[src/rtl/riscv_pkg.sv]
// Shared RV32I encoding definitions: opcode values matching the immediate generator,
// shift funct3 codes, and a sign-extension range helper used by the optional imm checks.
package riscv_pkg;

    typedef enum logic [6:0] {
        OP_LOAD   = 7'b0000011,
        OP_IMM    = 7'b0010011,
        OP_AUIPC  = 7'b0010111,
        OP_STORE  = 7'b0100011,
        OP_REG    = 7'b0110011,
        OP_LUI    = 7'b0110111,
        OP_BRANCH = 7'b1100011,
        OP_JALR   = 7'b1100111,
        OP_JAL    = 7'b1101111
    } opcode_e;

    localparam logic [2:0] F3_SLL     = 3'b001;
    localparam logic [2:0] F3_SRL_SRA = 3'b101;

    // True when v is representable as a two's-complement value of 'bits' bits.
    function automatic logic fits_signed(input logic [31:0] v, input int unsigned bits);
        logic [31:0] hi;
        hi = $unsigned($signed(v) >>> (bits - 1));
        return (hi == 32'h0) || (hi == 32'hFFFF_FFFF);
    endfunction

endpackage

[src/rtl/instr_pack.sv]
// Opcode-to-word packing for RV32I; range checks when IMM_RANGE_CHECK_EN is defined.
// Latency: combinational. Backpressure: none (pure function of its inputs).
module instr_pack
    import riscv_pkg::*;
(
    input  logic [6:0]  opcode,
    input  logic [4:0]  rd,
    input  logic [4:0]  rs1,
    input  logic [4:0]  rs2,
    input  logic [2:0]  funct3,
    input  logic [6:0]  funct7,
    input  logic [31:0] imm,
    output logic [31:0] instr,
    output logic        valid_fmt,
    output logic        range_ok
);

    logic is_shift;

    always_comb begin
        instr     = '0;
        valid_fmt = 1'b1;
        range_ok  = 1'b1;
        is_shift  = (funct3 == F3_SLL) || (funct3 == F3_SRL_SRA);
        case (opcode_e'(opcode))
            OP_REG:
                instr = {funct7, rs2, rs1, funct3, rd, opcode};
            OP_IMM: begin
                if (is_shift) begin
                    instr = {funct7, imm[4:0], rs1, funct3, rd, opcode};
`ifdef IMM_RANGE_CHECK_EN
                    range_ok = (imm[31:5] == '0);
`endif
                end else begin
                    instr = {imm[11:0], rs1, funct3, rd, opcode};
`ifdef IMM_RANGE_CHECK_EN
                    range_ok = fits_signed(imm, 12);
`endif
                end
            end
            OP_LOAD, OP_JALR: begin
                instr = {imm[11:0], rs1, funct3, rd, opcode};
`ifdef IMM_RANGE_CHECK_EN
                range_ok = fits_signed(imm, 12);
`endif
            end
            OP_STORE: begin
                instr = {imm[11:5], rs2, rs1, funct3, imm[4:0], opcode};
`ifdef IMM_RANGE_CHECK_EN
                range_ok = fits_signed(imm, 12);
`endif
            end
            OP_BRANCH: begin
                instr = {imm[12], imm[10:5], rs2, rs1, funct3, imm[4:1], imm[11], opcode};
`ifdef IMM_RANGE_CHECK_EN
                range_ok = fits_signed(imm, 13) && !imm[0];
`endif
            end
            OP_LUI, OP_AUIPC: begin
                instr = {imm[31:12], rd, opcode};
`ifdef IMM_RANGE_CHECK_EN
                range_ok = (imm[11:0] == '0);
`endif
            end
            OP_JAL: begin
                instr = {imm[20], imm[10:1], imm[11], imm[19:12], rd, opcode};
`ifdef IMM_RANGE_CHECK_EN
                range_ok = fits_signed(imm, 21) && !imm[0];
`endif
            end
            default:
                valid_fmt = 1'b0;
        endcase
    end

endmodule

[src/rtl/instr_encoder.sv]
// Streaming RV32I encoder feeding instruction memory; IMM_RANGE_CHECK_EN enables imm checks.
// Latency: 1 cycle accept-to-out_valid. Backpressure: in_ready = !out_valid || out_ready.
module instr_encoder
    import riscv_pkg::*;
#(
    parameter int                ADDR_W    = 10,
    parameter logic [ADDR_W-1:0] BASE_ADDR = '0
) (
    input  logic              clk,
    input  logic              rst,
    input  logic              in_valid,
    output logic              in_ready,
    input  logic [6:0]        in_opcode,
    input  logic [4:0]        in_rd,
    input  logic [4:0]        in_rs1,
    input  logic [4:0]        in_rs2,
    input  logic [2:0]        in_funct3,
    input  logic [6:0]        in_funct7,
    input  logic [31:0]       in_imm,
    input  logic              err_clr,
    output logic              out_valid,
    input  logic              out_ready,
    output logic [31:0]       out_instr,
    output logic [ADDR_W-1:0] out_addr,
    output logic              err
);

    logic [31:0] packed_word;
    logic        valid_fmt;
    logic        range_ok;
    logic        accept;
    logic        good;
    logic        xfer;

    instr_pack u_pack (
        .opcode    (in_opcode),
        .rd        (in_rd),
        .rs1       (in_rs1),
        .rs2       (in_rs2),
        .funct3    (in_funct3),
        .funct7    (in_funct7),
        .imm       (in_imm),
        .instr     (packed_word),
        .valid_fmt (valid_fmt),
        .range_ok  (range_ok)
    );

    assign in_ready = !out_valid || out_ready;
    assign accept   = in_valid && in_ready;
    assign good     = valid_fmt && range_ok;
    assign xfer     = out_valid && out_ready;

    // A bad request still occupies the accept slot, so it can clear out_valid on drain.
    always_ff @(posedge clk or posedge rst) begin
        if (rst) begin
            out_valid <= 1'b0;
            out_instr <= '0;
            out_addr  <= BASE_ADDR;
            err       <= 1'b0;
        end else begin
            if (accept && good) begin
                out_valid <= 1'b1;
                out_instr <= packed_word;
            end else if (xfer) begin
                out_valid <= 1'b0;
            end
            if (xfer)
                out_addr <= out_addr + 1'b1;
            if (accept && !good)
                err <= 1'b1;
            else if (err_clr)
                err <= 1'b0;
        end
    end

endmodule

[config.mk]
export PLATFORM = sky130hd
export DESIGN_NAME = instr_encoder
export DESIGN_NICKNAME = d
export VERILOG_FILES = /design/src/rtl/riscv_pkg.sv /design/src/rtl/instr_pack.sv /design/src/rtl/instr_encoder.sv
export SDC_FILE = /design/constraint.sdc
export NUM_CORES = 1
export LEC_CHECK = 0
export CORE_UTILIZATION = 35
export DETAILED_ROUTE_END_ITERATION = 8
export GPL_TIMING_DRIVEN = 0
export MAX_ROUTING_LAYER = met4
export PLACE_DENSITY = 0.71
export SYNTH_ARGS = -nofsm -noshare
export SYNTH_HDL_FRONTEND = slang
export SYNTH_SLANG_ARGS = --single-unit
[constraint.sdc]
create_clock -name clk -period 3.35 [get_ports clk]
set_clock_uncertainty 0.15 [all_clocks]
set_input_delay 0.335 -clock clk [delete_from_list [all_inputs] [get_ports clk]]
set_output_delay 0.335 -clock clk [all_outputs]
set_load 0.01 [all_outputs]
### After elaboration in Yosys (flattened, before gate mapping)

Index checks and enable logic that the tools add are counted.

* add/sub/neg operators: 1
* equal/unequal tests: 11
* mux-type cells: 7
* reductions and logical operators: 13

Operator list (number)
* one-hot mux 32 bit (7 select lines): 1
* 2-to-1 mux 32 bit: 1
* == test 7 x 6 -> 1 bit, second input constant: 3
* == test 7 bit, second input constant: 3
* == test 7 x 5 -> 1 bit, second input constant: 2
* adder 10 x 1 -> 10 bit, second input constant: 1
* OR reduction 9 bit: 1
* == test 7 x 2 -> 1 bit, second input constant: 1
* 2-to-1 mux 1 bit: 5
* logical AND 1 bit: 4
* nonzero test 2 bit: 2
* OR reduction 2 bit: 2
* == test 3 x 1 -> 1 bit, second input constant: 1
* == test 3 bit, second input constant: 1
* logical NOT 1 bit: 2
* logical OR 1 bit: 2

* register bits after elaboration: 44
* input bits: 69
* output and inout port bits: 45
* word-level logic and storage cells: 36

### Depth between registers and ports, before layout

* depth after elaboration: 6
* mapped depth: 8
* depth with buffers taken out: 5

### Cells and area by module

From an unflattened synthesis, not the netlist that was laid out.

* cells, all modules: 231
* area, all modules: 2646.3 sq um

By module, submodules not included
* instr_encoder: instances 1, cells each 115, area an instance 1843.0 sq um, sequential area each 1101.1 sq um
* instr_pack: instances 1, cells each 116, area an instance 803.3 sq um, sequential area each 0.0 sq um

### Least setup slack after synthesis

Ideal clock, no wire load.

* path type: input-to-reg
* start: in in_opcode[2]
* end: reg out_instr[5]
* setup time: 132 ps
* arrival: 1518 ps
* data required time: 3068 ps
* setup slack: 1550 ps
* cell stages on the path: 8
* path buffers: 3
* cells stage by stage: buf_4 and4b_1 nand2_1 a211o_1 buf_6 buf_2 nand2_1 o41ai_2

* cells in the longest elaborated chain, start to end: 4
* elaborated cells between the ends (all ways): 15
* classes of those cells: eq/ne: 9; mux: 2; reduce/logical: 4

Ends and longest elaborated chain
* from (decl): line instr_encoder.sv:13 `input logic [6:0] in_opcode,`
* == test 7 x 6 -> 1 bit, or another cell as far along: line instr_pack.sv:25 `case (opcode_e'(opcode))`
* OR reduction 9 bit (no line)
* 2-to-1 mux 1 bit: line instr_pack.sv:25
* logical AND 1 bit: line instr_encoder.sv:61 `if (accept && good) begin`
* to (signal assigned): line instr_encoder.sv:63 `out_instr <= packed_word;`
* to (decl): line instr_encoder.sv:23 `output logic [31:0] out_instr,`

Parallel ways exist; a longest one is shown, timed or not.
A chain may end at the register's enable or synchronous reset.

### Final worst setup path

* start: in in_opcode[6]
* end: reg out_instr[5]

Same word-level chain as after synthesis.

==> metrics <==
Reg2Reg Capture Point out_instr[5]$_DFFE_PP0P_; Placement Cell Area 3580 um2; Yosys cell types 49; most frequent cells in the layout 111 x clkdlybuf4s50_1, 44 x dfrtp_1, 38 x nand2_1; CP Max Fanout 10; DP HPWL 5.20 mm; # nets final 433; class of the tightest hold or removal check in2async; gr ovfl total 0; Syn Std Cell Area 2340 um2; Seq pwr share 47.2%; antenna violations before repair 0; FF/Latch Area 1100 um2; Clock Latency Late Sink 0.29 ns; placeable core area 6390 um2; CTS Buf Count 5; Final Cycle Share 66.9%; layout cells sized above 1 6.63%; Setup violations, final 0; reg-to-reg startpoint out_valid$_DFFE_PP0P_; crit path launch type primary input; CTS tree built; CP required 3.36 ns; Setup CP Type in2reg; Multi-input gate area 1110 um2; post-CTS sizing 0; n_diodes 0; post-DR wirelength/cell 15.4 um; Design Area, Final 3670 um2; Leak Pwr 0.00152 uW; Tot GR Track Use 20.5%; drt via density 5.25; synthesized area per cell 9.59 um2; Switching Power 308 uW; clock share of power 30.2%; crit path launch in_opcode[6]; Die H 83.8 um; TritonRoute pass-1 iters 4; Post-synth EDFFs 0; Placer Congestion 0.917; Initial Util 36.7%; H-tree depth 2; RSZ-0062 raised after global routing no; Clk pin slew, worst setup/hold paths 0.08 ns; Port Buffers 111; largest net degree at the start of global routing 25; final hold violation count 0; Setup Fix Bufs, Post-CTS 0; Area growth syn-to-layout 57.0%; Vias 2305; Final Util 57.5%; Syn Nets 314; vias in the first global route 2272; most used flip-flop cell after synthesis dfrtp_1; worst r2r path cells 7; MaxCap Viol Count 0; first-pass GRT wire length 11.2 mm; Overall Power 1260 uW; Arr. time, crit path 2.25 ns; Ys Warns 0; Yosys reg bits 44; FMAX 446 MHz; total die area 7020 um2; Root Driver clkbuf_8; min Tclk post-route 2.24 ns; VDD IR-drop max 0.000179 V; Sw Share 24.5%; reg2reg setup slack 1.57 ns; setup TNS 0 ns; worst-margin pin slew 0.650 ns; std cell rows 29; DR iter-0 viols 111; run status completed; Sink Count 44; # fillers 605; Internal Power 953 uW; Max Buffers Root-to-Sink 2; Critical Path Sink Type flip-flop; max-slew violations 0; CTS Hold Bufs 0; DRC Markers 0; commonest non-fill, non-tap cell in the layout clkdlybuf4s50_1; Post-DRT Antenna Nets 0; Post-Syn Instances 244; Top Ports 114; Comb power frac 22.6%; Die W 83.8 um; worst relative slew slack 56.6%; sequential share of the synthesized area 47.0%; DRT Wirelength 6.76 mm; Pwr Density 343 nW/um2; ys async rst share 100%
==> worst max-delay path: stages <==
cell and delay [ns]:
clkdlybuf4s50_1 0.55, and2b_1 0.35, nand2_1 0.09, a211o_1 0.36, buf_6 0.18, buf_2 0.21, nand2_1 0.11, o41ai_2 0.07
==> sequential cells by signal, summed over array words and instances (netlist names) <==
| name | cells |
|---|---|
| err | 1 |
| out_valid | 1 |
| out_addr | 10 |
| out_instr | 32 |
==> how the worst max path moves through the flow <==
stage                                      endpoint  slack, ns  cells past startpoint
after floorplan            out_instr[5]$_DFFE_PP0P_       1.55                      8
after global placement     out_instr[5]$_DFFE_PP0P_       0.84                      8
after detailed placement   out_instr[5]$_DFFE_PP0P_       0.83                      8
after CTS                  out_instr[5]$_DFFE_PP0P_       1.14                      8
after global routing      out_instr[23]$_DFFE_PP0P_       0.99                      7
final                      out_instr[5]$_DFFE_PP0P_       1.11                      8
==> power by group through the flow <==
stage | combinational (uW) | clock (uW) | sequential [uW]
2_1_floorplan | 89.5 | 0 | 618
3_3_place_gp | 278 | 0 | 605
3_5_place_dp | 286 | 0 | 605
4_1_cts | 287 | 397 | 595
5_1_grt | 307 | 413 | 601
6_report | 285 | 381 | 595
==> metal layers <==
metal,routed length [um],part of all wire [%],track usage (%)
met1,3010,45,26.7
met2,3350,50,33.7
met3,288,4.3,2.37
met4,107,1.6,6.01
met5,0,0,-
==> cells by family (layout without fill, tap and decap cells) <==
group | after synthesis | in the layout | synth area share [%]
buf+inv | 25 | 143 | 5.40
fa+ha+maj | 1 | 1 | 0.534
xor+xnor | 9 | 9 | 3.37
compound gates | 76 | 76 | 21.4
flops | 44 | 44 | 47.0
mux | 9 | 9 | 4.60
simple gates | 80 | 80 | 17.6
==> synth_stat cells, drive strengths merged (3+ instances only) <==
| library cell | count | share of area (%) |
|---|---|---|
| nand2 | 38 | 6.1 |
| buf | 10 | 3.0 |
| clkbuf | 6 | 0.96 |
| dfrtp | 44 | 47 |
| a222oi | 4 | 1.7 |
| inv | 9 | 1.4 |
| a21oi | 5 | 1.1 |
| xnor2 | 6 | 2.2 |
| xor2 | 3 | 1.1 |
| a22oi | 14 | 4.5 |
| nand4 | 3 | 0.80 |
| and2 | 3 | 0.80 |
| a21o | 3 | 0.96 |
| o21ai | 31 | 6.6 |
| nor2 | 8 | 1.3 |
| mux2 | 8 | 4.2 |
| nand2b | 12 | 3.2 |
| o211ai | 8 | 2.6 |
==> final cells by class <==
class	instances	area share, %
clock buffer	5	1.87
inverter	9	0.919
sequential	44	30.0
buffer	16	2.52
clock inverter	1	0.817
timing repair buffer	112	31.0
multi-input combinational	175	30.3
tap	77	2.62
==> per-stage QoR <==
step	hold slack (ns)	instances	setup slack [ns]
after floorplan	0.284	244	1.55
after global placement	0.303	432	0.844
after detailed placement	0.301	433	0.835
after CTS	0.252	439	1.14
after global routing	0.299	439	0.988
final	0.252	439	1.11
Note: power is estimated with default switching activity, not from simulation.
